## src/rtl/mux8_scan_ctrl.sv

```systemverilog
// mux8_scan_ctrl: walks the enabled 8:1 mux channels, dwells, samples and snapshots them.
module mux8_scan_ctrl #(
    parameter int DWELL = 4,
    parameter int CW    = 8
) (
    input  logic       clk,
    input  logic       rst_n,
    input  logic       start,
    input  logic       stop,
    input  logic       mode,
    input  logic [7:0] ch_mask,
    input  logic       mux_out,
    output logic [2:0] sel,
    output logic [7:0] sample_vec,
    output logic       done,
    output logic       busy
);
    typedef enum logic {IDLE, SCAN} state_t;
    localparam logic [CW-1:0] RELOAD = CW'(DWELL - 1);
    state_t        state, nxt_state;
    logic [CW-1:0] cnt, nxt_cnt;
    logic [2:0]    nxt_sel;
    logic [7:0]    mask_q, nxt_mask, shadow, nxt_shadow, nxt_vec, cap, hi;
    logic          nxt_done;
    function automatic logic [2:0] lowest(input logic [7:0] m);
        lowest = 3'd0;
        for (int i = 7; i >= 0; i--)
            if (m[i]) lowest = 3'(i);
    endfunction
    always_ff @(posedge clk or negedge rst_n) begin
        if (!rst_n) begin
            state      <= IDLE;
            sel        <= 3'd0;
            cnt        <= '0;
            mask_q     <= 8'd0;
            shadow     <= 8'd0;
            sample_vec <= 8'd0;
            done       <= 1'b0;
        end else begin
            state      <= nxt_state;
            sel        <= nxt_sel;
            cnt        <= nxt_cnt;
            mask_q     <= nxt_mask;
            shadow     <= nxt_shadow;
            sample_vec <= nxt_vec;
            done       <= nxt_done;
        end
    end
    always_comb begin
        hi         = mask_q & (8'hFE << sel);
        cap        = (shadow & ~(8'd1 << sel)) | ({7'd0, mux_out} << sel);
        nxt_state  = state;
        nxt_sel    = sel;
        nxt_cnt    = cnt;
        nxt_mask   = mask_q;
        nxt_shadow = shadow;
        nxt_vec    = sample_vec;
        nxt_done   = 1'b0;
        if (state == IDLE) begin
            if (!stop && start && ch_mask != 8'd0) begin
                nxt_state  = SCAN;
                nxt_mask   = ch_mask;
                nxt_shadow = 8'd0;
                nxt_sel    = lowest(ch_mask);
                nxt_cnt    = RELOAD;
            end else if (!stop && start) begin
                nxt_done = 1'b1;
                nxt_vec  = 8'd0;
            end
        end else if (stop) begin
            nxt_state = IDLE;
        end else if (cnt != '0) begin
            nxt_cnt = cnt - 1'b1;
        end else if (hi != 8'd0) begin
            nxt_shadow = cap;
            nxt_sel    = lowest(hi);
            nxt_cnt    = RELOAD;
        end else begin
            // sweep end: publish snapshot, then either rearm from the live mask or retire
            nxt_vec    = cap & mask_q;
            nxt_done   = 1'b1;
            nxt_shadow = cap;
            if (mode && ch_mask != 8'd0) begin
                nxt_mask   = ch_mask;
                nxt_shadow = 8'd0;
                nxt_sel    = lowest(ch_mask);
                nxt_cnt    = RELOAD;
            end else begin
                nxt_state = IDLE;
                if (mode) begin
                    nxt_mask   = ch_mask;
                    nxt_shadow = 8'd0;
                end
            end
        end
    end
    always_comb busy = (state == SCAN);
endmodule

```

## config.mk

```make
export PLATFORM = sky130hd
export DESIGN_NAME = mux8_scan_ctrl
export DESIGN_NICKNAME = d
export VERILOG_FILES = /design/src/rtl/mux8_scan_ctrl.sv
export SDC_FILE = /design/constraint.sdc
export NUM_CORES = 1
export LEC_CHECK = 0
export ABC_AREA = 1
export CORE_ASPECT_RATIO = 1.5
export CORE_MARGIN = 1
export CORE_UTILIZATION = 57
export DETAILED_ROUTE_END_ITERATION = 12
export DONT_BUFFER_PORTS = 1
export GPL_TIMING_DRIVEN = 0
export PLACE_DENSITY = 0.78
export SYNTH_ARGS = -nofsm -noshare
export SYNTH_HDL_FRONTEND = slang
export SYNTH_SLANG_ARGS = --single-unit
```

## constraint.sdc

```tcl
create_clock -name clk -period 1.6 [get_ports clk]
set_input_delay 0.16 -clock clk [delete_from_list [all_inputs] [get_ports clk]]
set_output_delay 0.16 -clock clk [all_outputs]
set_load 0.01 [all_outputs]
```

# After elaboration in Yosys (flattened, before gate mapping)

Index checks and enable logic that the tools add are counted.

Add/sub/neg operators: 1
Equality and inequality tests: 7
Shifts and indexed selects: 3
Mux-type cells: 60
Bitwise operators: 5
Reduce and logical (&&, ||, !) cells: 14

Operator list:

| cell                                                                    | count |
|---|---|
| 8-bit two-way mux                                                       | 26 |
| 3-bit two-way mux                                                       | 22 |
| 8-bit bitwise AND                                                       | 3 |
| 8-bit nonzero test                                                      | 3 |
| 1-bit two-way mux                                                       | 12 |
| 5-bit AND reduction                                                     | 2 |
| 2-bit inequality test, second input constant                            | 4 |
| 8-bit inverter                                                          | 1 |
| 8-bit OR                                                                | 1 |
| 1-bit by 3-bit << shifter with 8-bit output                             | 1 |
| 1-bit by 3-bit << shifter with 8-bit output, first input constant       | 1 |
| 8-bit by 3-bit << shifter with 8-bit output, first input constant       | 1 |
| 8-bit by 1-bit subtractor with 8-bit output, second input constant      | 1 |
| 3-bit AND reduction                                                     | 2 |
| 4-bit by 1-bit inequality test with 1-bit output, second input constant | 1 |
| 4-bit AND reduction                                                     | 1 |
| 2-bit nonzero test                                                      | 2 |
| 1-bit logical AND                                                       | 3 |
| 3-bit by 1-bit inequality test with 1-bit output, second input constant | 1 |
| 3-bit by 2-bit inequality test with 1-bit output, second input constant | 1 |
| 1-bit logical NOT                                                       | 1 |

Register bits: 37
Input bits: 14
Output and inout port bits: 13
Logic and storage cells: 97

# Depth between registers and ports, before layout

Gate-level depths: netlist of the first run.

Word-level depth: 14
Gate-level depth with buffers: 11
Gate-level depth less buffers: 11

# Worst setup path after synthesis of the first run

OpenSTA, ideal clock, no wires.

Path kind: reg2reg
Start point: reg sel[1]
End point: reg mask_q[2]
Setup time: 0.117 ns
Arrival time: 1.521 ns
Data required time: 1.483 ns
Setup slack: -0.038 ns
Cell stages (with the launch flop): 12
Path buffers: 2
Path through: dfrtp_1 -> buf_4 -> nand3_2 -> nand2_1 -> nand2_1 -> o21bai_4 -> nand2_4 -> nor2_8 -> nand2_4 -> buf_6 -> nand2_1 -> o21ai_2

Word-level cells in the longest chain between the ends: 5

RTL lines:

| what                                        | line | text |
|---|---|---|
| from (decl)                                 | 13   | `output logic [2:0] sel,` |
| from (signal assigned)                      | 41   | `sel <= nxt_sel;` |
| 8-bit by 3-bit << shifter with 8-bit output | 50   | `hi = mask_q & (8'hFE << sel);` |
| 8-bit bitwise AND                           | 50   |  |
| 8-bit nonzero test                          | 74   | `end else if (hi != 8'd0) begin` |
| 2-bit inequality test (no line)             | n/a  |  |
| 5-bit AND reduction (no line)               | n/a  |  |
| to (signal assigned)                        | 43   | `mask_q <= nxt_mask;` |
| to (decl)                                   | 23   | `logic [7:0] mask_q, nxt_mask, shadow, nxt_shadow, nxt_vec, cap, hi;` |

No other way between the ends.
A chain may end at the register's enable or synchronous reset.

# Worst setup path in the final report of the first run

Start point: reg sel[0]
End point: reg sample_vec[2]

Word-level cells in the longest chain between the ends: 9

RTL lines:

| what                                                                                | line | text |
|---|---|---|
| branches (longest 9 deep; another with 8-bit by 3-bit << shifter with 8-bit output) | n/a  |  |
| to (signal assigned)                                                                | 45   | `sample_vec <= nxt_vec;` |
| to (decl)                                                                           | 14   | `output logic [7:0] sample_vec,` |

Parallel ways; which one is timed is not known. The select of a mux whose other input is x is not followed.

==> results by stage, run 1 <==
Outcome:
- The flow ran to the end, but the final reports show violations.
- The checks that failed: setup timing.

Critical path:
- The signal on the critical path passes through buf_6 -> buf_4 -> inv_1 -> nand3_1 -> o21ai_0 -> nand3_1 -> o21ai_2.
- The kind of critical path is reg -> reg.
- On the critical path the largest part of the delay comes from compound AO/OA/AOI/OAI gates.
- For the worst setup path, the data required time is between 1500 and 2000 ps.
- The cell type of the slowest stage on the worst timing path is sky130_fd_sc_hd__dfrtp_1.
- The register-to-register path setup slack is -130 ps.
- The worst register-to-register path has a depth of 7.
- The type of destination of the critical path is a register.
- At the worst endpoint, the arrival time is 1960 ps.
- The number of buffers and inverters on the critical path is 3.
- The logic depth of the worst path, buffers included is 7.
- On the worst path, the slowest cell contributes a delay of ~430 ps.
- The biggest fanout along the worst timing path is 7.
- The most numerous cell on the critical path is sky130_fd_sc_hd__nand3_1.
- STA classifies the critical path startpoint as a register.

Floorplan:
- The region available for standard cell placement spans between 3000 and 4000 um2.
- The number of placed I/O pins is 27.
- The die outline area is about 4200 um2.
- The width of the die is 53.5 um.
- The die boundary height is around 79 um.
- The initial cell density of the core is 0.604.
- The number of standard-cell rows in the floorplan is 27.

Clock network:
- CTS built an H-tree with a depth of 2.
- The clock insertion delay at the later pin of the skew report is 300 ps.
- In this run the deepest clock path goes through 2 buffers.
- Clock-pin slew was measured on the worst setup and hold paths at 80 ps.
- The number of clock buffers inserted by TritonCTS is 5.
- Clock tree synthesis found a total of 37 sinks.
- The CTS tree is built.
- The root buffer cell chosen for the clock tree is sky130_fd_sc_hd__clkbuf_8.

Pwr:
- VDD sags by at most 0.00126 V.
- Cell internal power was estimated by the tool at roughly 2.8 mW.
- The post-layout total power is slightly below 5 mW.
- Of the total power, combinational logic draws 0.495.
- The power per cell area is 1690 nW/um2.
- Of the total power, the share spent switching nets is 0.431.
- The proportion of power drawn by flip-flops and latches is 0.304.
- The static leakage is approximately 1.4 nW.
- The share of total power dissipated in the clock network is 0.201.
- The net switching power figure is 2.13 mW.

Min path:
- The worst hold path belongs to the class in -> reg.
- The worst hold path passes through 2 cells.

Timing:
- Setup violations remaining at the end of the flow were counted as 36.
- Setup repair after global routing could not meet its margin everywhere.
- Once routing completed, OpenROAD measured the worst setup slack at -127 ps.
- In the finished design, the share of the clock period the worst path needs comes to 1.08.
- Measured against its own limit, the worst slew margin works out to 0.648.
- The number of endpoints with negative hold slack in the final report came to 0.
- The highest clock frequency the design can meet is between 500 and 600 MHz.
- The max-slew violation count came to 0.
- The worst clock skew is between 9 and 10 ps.
- At the pin with the least slew margin, the transition time is 528 ps.
- The tightest hold path in the finished design has a slack of 9.85 ps.
- After layout, the minimum clock period comes to 1730 ps.

Synth:
- For this run, the register share of the synthesized area comes to 0.409.
- The post-synthesis net count is 306.
- The count of flip-flops with a built-in enable after synthesis is 0.
- The portion of synthesized area spent on multiplexers is 0.
- The number of warnings reported in the yosys synthesis log is 0.
- Each instance of the synthesized netlist takes up on average 7.81 um2.
- Of the total synthesized cell area, the portion taken by XOR and XNOR cells is 0.0232.
- The area share of the largest cell type after synthesis is 0.409.
- The biggest area contributor in the post-synthesis netlist is sky130_fd_sc_hd__dfrtp_1.
- After synthesis the netlist holds a flip-flop and latch count of 37.
- The fraction of the mapped netlist area in compound gates is 0.172.
- After synthesis, the largest family of logic cells by area is simple AND/OR/NAND/NOR gates.
- The synthesized-area fraction occupied by and/or/nand/nor cells is 0.304.
- After synthesis, the netlist uses 27 different library cells.
- The share of synthesized flip-flops with an asynchronous set or reset is 1.00.
- Counting every instance in the synthesized netlist gives 290.
- Of the total synthesized cell area, the portion taken by full adders, half adders and majority gates is 0.0110.
- The cell area after technology mapping is 2270 um2.
- The flip-flop cell with the highest count after synthesis is sky130_fd_sc_hd__dfrtp_1.
- By area the synthesized netlist is led by sky130_fd_sc_hd__dfrtp_1, sky130_fd_sc_hd__nand2_1, sky130_fd_sc_hd__o21ai_2.

Detailed routing:
- The remaining design rule violation count is 0.
- The via count normalized by instance count is around 5.9.
- The total iterations of the first detailed-routing run is 4.
- For this block, the via count after detailed routing is 2159.
- The total detailed-routing wirelength is 6.25 mm.
- After the first detailed-routing iteration, the DRC count stood at 101.
- Dividing the detail-routed wire length by the instance count gives 17.0 um.
- The number of antenna-violating nets in the routed design is 0.

Final layout:
- The number of fill cells is 235.
- The final layout contains 339 nets.
- Leaving out fill and tap cells, the most frequent cell in the layout is sky130_fd_sc_hd__nand2_1.
- The fraction of final layout cells sized beyond drive strength 1 is 0.417.
- Leaving out fill and tap cells, the most frequent cells in the layout are sky130_fd_sc_hd__nand2_1, sky130_fd_sc_hd__dfrtp_1, sky130_fd_sc_hd__nand2_2.
- The repair_antennas step left the layout with diodes totalling 0.
- From synthesis to final layout, the design area changed by 29.4%.
- The summed area of non-filler cells in the final layout is 2930 um2.

Global routing:
- The layer flagged by global routing as most heavily used is met2.
- The largest net degree at the start of global routing is 38.
- For met2 alone, demand over resource in global routing was 0.553.
- The first-pass GRT wire length is about 9.6 mm.
- The initial antenna violation count is 0.
- In the global route stage, met1 resource usage came out at 0.328.
- The via count of the first global-routing pass came to 2056.
- The met3 routing resource usage after global routing is 0.0766.
- The total overflow left after global routing is 0.
- Across every metal layer, demand over resource in global routing totals 0.318.

Placement:
- The cell area after placement is around 2300 um2.
- The weighted congestion reported at the end of routability-driven placement is between 0.8 and 0.9.
- The number of buffers added on ports is 0.
- The minimum setup slack after placement is -194 ps.
- The HPWL after detailed placement is about 3.9 mm.

Run:
- Max-cap violations in this run came to 0.
cell usage after synthesis (2+ instances only):
library cell / count
sky130_fd_sc_hd__o21ai_2: 22
sky130_fd_sc_hd__nand3_1: 21
sky130_fd_sc_hd__inv_2: 4
sky130_fd_sc_hd__buf_4: 2
sky130_fd_sc_hd__nor2_2: 3
sky130_fd_sc_hd__nand2_2: 5
sky130_fd_sc_hd__nor2_1: 20
sky130_fd_sc_hd__xnor2_1: 2
sky130_fd_sc_hd__nand2_1: 85
sky130_fd_sc_hd__buf_6: 5
sky130_fd_sc_hd__o21ai_0: 29
sky130_fd_sc_hd__dfrtp_1: 37
sky130_fd_sc_hd__a21oi_1: 4
sky130_fd_sc_hd__ha_1: 2
sky130_fd_sc_hd__nand4_1: 2
sky130_fd_sc_hd__xor2_1: 4
sky130_fd_sc_hd__nand2_4: 4
sky130_fd_sc_hd__nor3_1: 6
sky130_fd_sc_hd__inv_1: 24
sky130_fd_sc_hd__nand3_2: 2
worst reg2reg max path, cell delays in order, from the launching register on:
cell                      delay [ps]
sky130_fd_sc_hd__dfrtp_1         430
sky130_fd_sc_hd__buf_6           170
sky130_fd_sc_hd__buf_4           150
sky130_fd_sc_hd__inv_1            60
sky130_fd_sc_hd__nand3_1          80
sky130_fd_sc_hd__o21ai_0         410
sky130_fd_sc_hd__nand3_1         190
sky130_fd_sc_hd__o21ai_2         170
state kept, by name, indices dropped and copies added (netlist names):
name,flops
shadow,8
cnt,8
mask_q,8
sample_vec,8
done,1
sel,3
busy,1
stage by stage:
stage          setup TNS, ps   util  cells
6_report               -2590  0.782    367
5_1_grt                -5090  0.782    367
4_1_cts                -1650  0.738    358
3_5_place_dp           -5100  0.620    333
3_3_place_gp           -4480  0.620    333
2_1_floorplan              0      -    290
power groups by stage:
stage,clock [mW],sequential (mW),combinational (mW)
finish,0.998,1.50,2.45
global route,1.03,1.52,2.67
CTS,1.00,1.48,2.15
detailed placement,0,1.47,1.65
global placement,0,1.46,1.61
floorplan,0,1.40,1.37
final timing paths:
kind | to | start
worst max-delay path | sample_vec[2] | sel[0]
max in group asynchronous | sel[2] | rst_n
worst min-delay path | mask_q[6] | ch_mask[6]
worst max register to register | sample_vec[2] | sel[0]
min in group asynchronous | mask_q[1] | rst_n
worst min register to register | shadow[6] | shadow[6]
area by class of cell:
type | instances | area [um2] | share of cell area
Inverter | 28 | 105 | 0.0358
Clock buffer | 5 | 68.8 | 0.0235
Clock inverter | 3 | 68.8 | 0.0235
Buffer | 9 | 104 | 0.0354
Tap cell | 43 | 53.8 | 0.0183
Timing Repair Buffer | 26 | 267 | 0.0909
Multi-Input combinational cell | 216 | 1340 | 0.456
Sequential cell | 37 | 927 | 0.316
cells by family after synthesis:
logic type	count (synthesis)
DFF	37
buffers and inverters	37
adders and majority gates	2
and+or+nand+nor	150
AOI/OAI and AO/OA	58
xor gates and xnor gates	6
metal layers:
metal	vias up	routed length [um]
met2	99	3510
met5	-	0
met4	0	305
li1	1009	-
met1	1013	2130
met3	38	306
what timing repair did:
action	CTS	global route
endpoints found under the setup margin	35	36
cloned	3	1
buffers inserted	12	8
pin swaps	12	26
hold buffers	2	0
hold endpoints to repair	37	0
resized for setup	52	38
(Power assumes the default switching activity.)
==> run 2, diff against run 1 <==
--- a/config.mk
+++ b/config.mk
@@ -11,6 +11,7 @@
 export CORE_UTILIZATION = 57
 export DETAILED_ROUTE_END_ITERATION = 12
 export DONT_BUFFER_PORTS = 1
+export GPL_ROUTABILITY_DRIVEN = 0
 export GPL_TIMING_DRIVEN = 0
 export PLACE_DENSITY = 0.78
 export SYNTH_ARGS = -nofsm -noshare
==> constraint.sdc (replaced) <==
create_clock -name clk -period 1.6 [get_ports clk]
set_input_delay 0.16 -clock clk [delete_from_list [all_inputs] [get_ports clk]]
set_output_delay 0.16 -clock clk [all_outputs]
set_load 0.1 [all_outputs]
==> results by stage, run 2 (same netlist as run 1, synthesis figures left out) <==
Outcome:
- The flow ran to the end, but the final reports show violations.
- The checks that failed: setup timing.

Clock network:
- The clock tree buffer depth is 2 (unchanged).
- The deepest level of the CTS H-tree is 2 (unchanged).
- The buffer type at the clock tree root is sky130_fd_sc_hd__clkbuf_8.
- The clock insertion delay at the later pin of the skew report is 290 ps (about the same).
- The clock net sink count is 37 (unchanged).
- The number of clock buffers inserted by TritonCTS is 5 (unchanged).
- The clock-pin slew of the registers on the worst-case setup and hold paths is 70 ps (about the same).
- TritonCTS built the clock tree.

Timing:
- The slew at the pin closest to its max-slew limit is 912 ps (+384 ps).
- The worst clock skew is 6.62 ps (-2.95 ps).
- The max-slew violation count was 0 (unchanged).
- The share of the clock period used by the worst path after layout came to 1.19 (+0.108).
- The number of endpoints with negative hold slack in the final report is 0 (unchanged).
- The final setup violation count is 36 (unchanged).
- The worst-case headroom to the max-slew limit was 0.392 (-0.256).
- Setup repair after global routing could not meet its margin everywhere.
- The final worst setup slack was -301 ps (-173 ps).
- The highest clock frequency the design can meet is 526 MHz (-9.1%).
- The clock period minus worst slack is 1900 ps (+173 ps).
- The final-layout setup total negative slack was -9000 ps (-6420 ps).

Global routing:
- The initial antenna violation count is 0 (unchanged).
- The combined global-route utilization of all metal layers is 0.299 (-0.0188).
- The largest net degree at the start of global routing is 38 (unchanged).
- The via count of the first global-routing pass is 2089 (+1.6%).
- The first-pass GRT wire length came to 9.03 mm (-6.2%).
- The remaining global-route overflow was 0 (unchanged).

Critical path:
- The worst path required time is 1780 ps (-50 ps).
- The arrival time at the worst endpoint is 2080 ps (+120 ps).
- The critical path is of the reg -> reg type.
- STA classifies the critical path endpoint as a register.
- In this run the critical register-to-register path is captured at cnt[5].
- The biggest fanout along the worst timing path was 7 (unchanged).
- Among the stages of the critical path, the cell type that occurs most often is sky130_fd_sc_hd__nand2_2.
- The critical path goes through buf_8 -> nand2_2 -> nand3_4 -> nand2_4 -> nor2_4 -> nand4_1 -> nand2_2 -> inv_2 -> buf_6 -> nand2_1 -> o21ai_2.
- The register-to-register path setup slack was -300 ps (-170 ps).
- The biggest cell delay along the critical path is 620 ps (+190 ps).
- The number of buffers and inverters on the critical path is 3 (unchanged).
- The dominant delay contributor by cell family on the critical path is simple AND/OR/NAND/NOR gates.
- The depth of the worst register-to-register path was 11 (+4).
- Among all stages on the critical path, the largest delay is contributed by sky130_fd_sc_hd__dfrtp_4.
- The kind of start point of the critical path is a register.
- The startpoint identified for the worst register-to-register timing path is sel[1].

Pwr:
- The power per cell area is 1830 nW/um2 (+8.5%).
- The static leakage is 1.38 nW (+1.5%).
- The peak supply drop is 0.00131 V (+3.6%).
- The post-layout total power is 5.55 mW (+12%).

Final layout:
- Compared with the post-synthesis result, the final layout area differs by 33.6%.
- The number of standard cells in the layout, taps in and fillers out is 367 (unchanged).
- The core occupancy in the finished layout is 0.807 (+0.0250).
- The most common cell after layout, fill and taps aside is sky130_fd_sc_hd__nand2_1.
- The number of fill cells was 219 (-6.8%).
- In the layout the commonest cells are sky130_fd_sc_hd__nand2_1, sky130_fd_sc_hd__dfrtp_1, sky130_fd_sc_hd__o21ai_2.
- The fraction of final layout cells sized beyond drive strength 1 is 0.407 (-0.00926).
- The total inserted antenna cells was 0 (unchanged).
- The number of nets in the final layout is 339 (unchanged).

Floorplan:
- The die outline area came to 4240 um2 (unchanged).
- The number of placed I/O pins is 27 (unchanged).
- The number of standard-cell rows in the floorplan is 27 (unchanged).
- The die boundary height is 79.2 um (unchanged).
- The core box area is 3750 um2 (unchanged).
- The initial cell density of the core was 0.604 (unchanged).
- The width of the die is 53.5 um (unchanged).

Detailed routing:
- The routed wire length per instance is 17.1 um (+0.21%).
- The total detailed-routing wirelength is 6.27 mm (+0.21%).
- The via count normalized by instance count is 5.72 (-2.8%).
- The number of violations reported at the end of detailed-routing iteration 0 is 95 (-5.9%).
- The remaining design rule violation count was 0 (unchanged).
- The number of antenna-violating nets in the routed design was 0 (unchanged).
- The count of vias placed by the detailed router is 2098 (-2.8%).
- The total iterations of the first detailed-routing run is 5 (+1).

Min path:
- The number of cells on the worst hold path is 2 (unchanged).
- The worst hold path belongs to the class in -> reg.
- The capture endpoint of the worst hold path is mask_q[7].
- The startpoint identified for the worst hold timing path is ch_mask[7].

Placement:
- The minimum setup slack after placement is -404 ps (-210 ps).
- The number of instances in the placed design is 333 (unchanged).
- The HPWL after detailed placement was 3.87 mm (-0.22%).
- The number of buffers added on ports is 0 (unchanged).

Run:
- The count of maximum capacitance violations came to 0 (unchanged).
run 2: cell types whose count changed in the layout (fill, tap and decap cells not counted), moves of 2 or more:
cell	change
sky130_fd_sc_hd__inv_2	-7
sky130_fd_sc_hd__nand2_2	-7
sky130_fd_sc_hd__inv_1	+5
sky130_fd_sc_hd__dfrtp_4	+4
sky130_fd_sc_hd__buf_8	+3
sky130_fd_sc_hd__dfrtp_1	-3
sky130_fd_sc_hd__nand2_1	+3
sky130_fd_sc_hd__nand2_4	+3
sky130_fd_sc_hd__buf_6	-2
sky130_fd_sc_hd__o21ai_1	-2
sky130_fd_sc_hd__o21ai_2	+2
run 2: how the worst max path moves through the flow:
| stage | depth (start not counted) | from | endpoint | slack, ps |
|---|---|---|---|---|
| finish | 11 | sel[1] | cnt[5] | -300 |
| global route | 11 | sel[1] | cnt[5] | -380 |
| CTS | 11 | sel[0] | mask_q[4] | -290 |
| detailed placement | 10 | sel[2] | mask_q[2] | -400 |
| global placement | 11 | sel[1] | mask_q[2] | -380 |
| floorplan | 11 | sel[1] | mask_q[2] | -230 |
run 2: area by class of cell:
| class | instances | area, um2 | area share |
|---|---|---|---|
| multi-input combinational | 216 | 1380 | 0.457 |
| sequential | 37 | 941 | 0.311 |
| timing repair buffer | 26 | 277 | 0.0914 |
| buffer | 9 | 123 | 0.0405 |
| inverter | 28 | 115 | 0.0380 |
| clock buffer | 5 | 68.8 | 0.0227 |
| clock inverter | 3 | 65.1 | 0.0215 |
| tap | 43 | 53.8 | 0.0178 |
run 2: through the flow:
step	hold slack (ps)	instance area [um2]
after CTS	13.5	2830
after global routing	6.13	3030
after detailed placement	-135	2390
final	14.6	3030
after global placement	-135	2390
after floorplan	-136	2330
run 2: repair_timing:
action                     4_1_cts  5_1_grt
buffers inserted                14        6
cloned                           3        1
setup endpoints to repair       37       37
resized for setup               35       52
hold endpoints to repair        37        0
pin swaps                       14       20
hold buffers                     2        0
run 2: per-layer routing:
layer / track usage / wire length [um] / vias to the layer above
li1: - / - / 1002
met4: 0.168 / 364 / 0
met3: 0.0556 / 242 / 33
met5: 0 / 0 / -
met2: 0.566 / 3570 / 76
met1: 0.277 / 2090 / 987
run 2: power by group:
part	internal, mW	switching, mW
registers	1.21	0.763
logic	1.07	1.55
clock network	0.619	0.334
total	2.90	2.65
==> run 3, diff against run 2 <==
--- a/config.mk
+++ b/config.mk
@@ -14,6 +14,7 @@
 export GPL_ROUTABILITY_DRIVEN = 0
 export GPL_TIMING_DRIVEN = 0
 export PLACE_DENSITY = 0.78
+export SETUP_SLACK_MARGIN = 0.2
 export SYNTH_ARGS = -nofsm -noshare
 export SYNTH_HDL_FRONTEND = slang
 export SYNTH_SLANG_ARGS = --single-unit
==> results by stage, run 3 (same netlist as run 1, synthesis figures left out) <==
Critical path:
- The biggest cell delay along the critical path is 630 ps (about the same).
- STA classifies the critical path startpoint as a register.
- The cell family contributing the most delay on the critical path is flip-flops.
- The biggest fanout along the worst timing path is 5 (-2).
- The worst register-to-register path ends at sample_vec[6].
- The arrival time at the worst endpoint came to 2180 ps (+100 ps).
- The largest individual stage delay along the critical path comes from the cell sky130_fd_sc_hd__dfrtp_4.
- The number of buffers and inverters on the critical path came to 4 (+1).
- The most critical setup path has its endpoint at sample_vec[6].
- The logic depth of the worst path, buffers included is 8 (-3).
- The depth of the worst register-to-register path is 8 (-3).
- The worst path required time was 1820 ps (+40 ps).
- The register-to-register path setup slack is -370 ps (-70 ps).
- The type of destination of the critical path is a register.
- The timing startpoint of the critical path is sel[0].
- The signal on the critical path passes through buf_8 -> buf_4 -> buf_4 -> inv_1 -> nand3_1 -> o21ai_2 -> nand3_1 -> o21ai_2.
- The kind of critical path is reg -> reg.
- The worst flop-to-flop path startpoint is sel[0].

Global routing:
- The largest net degree at the start of global routing is 38 (unchanged).
- The combined global-route utilization of all metal layers is 0.320 (+0.0215).
- The initial antenna violation count is 0 (unchanged).
- The remaining global-route overflow came to 0 (unchanged).
- The via count of the first global-routing pass is 2156 (+3.2%).
- The first-pass GRT wire length is 9.63 mm (+6.6%).

Timing:
- The number of endpoints with negative hold slack in the final report is 0 (unchanged).
- The final-layout setup total negative slack came to -10680 ps (-1680 ps).
- The final worst setup slack came to -367 ps (-66.1 ps).
- The highest clock frequency the design can meet is 508 MHz (-3.4%).
- The share of the clock period used by the worst path after layout is 1.23 (+0.0413).
- The clock period minus worst slack came to 1970 ps (+66.1 ps).
- The worst-case headroom to the max-slew limit is 0.412 (+0.0197).
- The max-slew violation count was 0 (unchanged).
- The worst clock skew is 11.9 ps (+5.25 ps).
- The slew at the pin closest to its max-slew limit is 883 ps (-28.9 ps).
- The final setup violation count is 37 (+2.8%).
- Setup repair after global routing could not meet its margin everywhere.

Floorplan:
- The die outline area is 4240 um2 (unchanged).
- The core box area is 3750 um2 (unchanged).
- The width of the die is 53.5 um (unchanged).
- The initial cell density of the core was 0.604 (unchanged).
- The number of placed I/O pins is 27 (unchanged).
- The die boundary height was 79.2 um (unchanged).
- The number of standard-cell rows in the floorplan came to 27 (unchanged).

Final layout:
- The most common cell after layout, fill and taps aside is sky130_fd_sc_hd__nand2_1.
- The area taken by multi-input logic gates is 1480 um2 (+6.7%).
- The top cell types in the final layout, fill and taps aside, are sky130_fd_sc_hd__nand2_1, sky130_fd_sc_hd__o21ai_2, sky130_fd_sc_hd__dfrtp_1.
- The total inserted antenna cells is 0 (unchanged).
- The register area was 951 um2 (+1.1%).
- The fraction of final layout cells sized beyond drive strength 1 is 0.473 (+0.0653).
- The number of fill cells was 197 (-10%).
- The summed area of non-filler cells in the final layout is 3210 um2 (+5.9%).
- Compared with the post-synthesis result, the final layout area differs by 41.5%.
- The number of nets in the final layout is 345 (+1.8%).
- The core occupancy in the finished layout is 0.855 (+0.0477).

Clock network:
- TritonCTS built the clock tree.
- The clock net sink count is 37 (unchanged).
- The clock tree buffer depth is 2 (unchanged).
- The deepest level of the CTS H-tree is 2 (unchanged).
- The clock-pin slew of the registers on the worst-case setup and hold paths is 80 ps (about the same).
- The tree is rooted in a sky130_fd_sc_hd__clkbuf_8.
- The number of clock buffers inserted by TritonCTS is 5 (unchanged).
- The clock insertion delay at the later pin of the skew report came to 300 ps (about the same).

Placement:
- The cell area after placement came to 2390 um2 (unchanged).
- The number of buffers added on ports is 0 (unchanged).
- The HPWL after detailed placement was 3.79 mm (-2.1%).
- The minimum setup slack after placement is -400 ps (+3.48 ps).

Min path:
- The worst hold path class is in -> reg.

Detailed routing:
- The remaining design rule violation count was 0 (unchanged).
- The count of vias placed by the detailed router is 2264 (+7.9%).
- The via count normalized by instance count came to 6.07 (+6.2%).
- The number of violations reported at the end of detailed-routing iteration 0 is 126 (+33%).
- The routed wire length per instance is 19.6 um (+15%).
- The total iterations of the first detailed-routing run is 7 (+2).
- The number of antenna-violating nets in the routed design was 0 (unchanged).
- The total detailed-routing wirelength is 7.32 mm (+17%).

Outcome:
- The run finished, with violations left.
- The final reports fail on setup timing.

Pwr:
- The net switching power figure is 2.87 mW (+8.3%).
- The proportion of power drawn by flip-flops and latches is 0.340 (-0.016).
- The clock share of power is 0.162 (-0.010).
- The power per cell area is 1860 nW/um2 (+1.4%).
- The switching power as a share of total power is 0.481 (+0.00385).
- The peak supply drop is 0.00170 V (+30%).
- The internal power is 3.09 mW (+6.6%).
- The part of the total power dissipated in combinational logic came to 0.497 (+0.025).
- The static leakage is 1.44 nW (+4.5%).

Run:
- The count of maximum capacitance violations is 0 (unchanged).
[run 3: cell type report]
| class | instances | area share |
|---|---|---|
| well taps | 43 | 0.0168 |
| flip-flops and latches | 37 | 0.297 |
| inverters | 28 | 0.0351 |
| clock buffers | 5 | 0.0215 |
| multi-input cells | 216 | 0.461 |
| repair buffers | 32 | 0.112 |
| clock inverters | 3 | 0.0203 |
| plain buffers | 9 | 0.0367 |
[run 3: stage by stage]
stage	power, mW	hold slack (ps)	instances
after detailed placement	3.63	-135	333
after floorplan	3.27	-136	290
after global routing	6.22	25.3	373
after global placement	3.58	-135	333
final	5.96	28.3	373
after CTS	5.20	4.11	366
[run 3: worst min path at each step]
stage | start | cells past startpoint | slack, ps | to
detailed placement | rst_n | 0 | -130 | sample_vec[0]
floorplan | rst_n | 0 | -140 | cnt[0]
global placement | rst_n | 0 | -130 | sample_vec[0]
CTS | ch_mask[7] | 2 | 4 | mask_q[7]
global route | ch_mask[5] | 2 | 30 | mask_q[5]
finish | ch_mask[5] | 2 | 30 | mask_q[5]
[run 3: layer usage]
layer | wire length, um | global-route usage
met5 | 0 | 0
met4 | 488 | 0.195
met3 | 397 | 0.0517
met2 | 4090 | 0.593
met1 | 2350 | 0.310
[run 3: power by group through the flow]
stage	registers (mW)	clock network, mW	logic (mW)
3_3_place_gp	1.91	0	1.67
2_1_floorplan	1.85	0	1.42
4_1_cts	1.92	0.966	2.31
3_5_place_dp	1.92	0	1.71
5_1_grt	2.06	1.01	3.15
6_report	2.03	0.967	2.96
[run 3: what timing repair did]
item | 4_1_cts | 5_1_grt
endpoints found under the hold margin | 37 | 1
buffers inserted | 20 | 6
gates cloned | 3 | 0
pin swaps | 13 | 23
hold buffers | 2 | 1
setup endpoints to repair | 37 | 43
gates resized for setup | 47 | 81
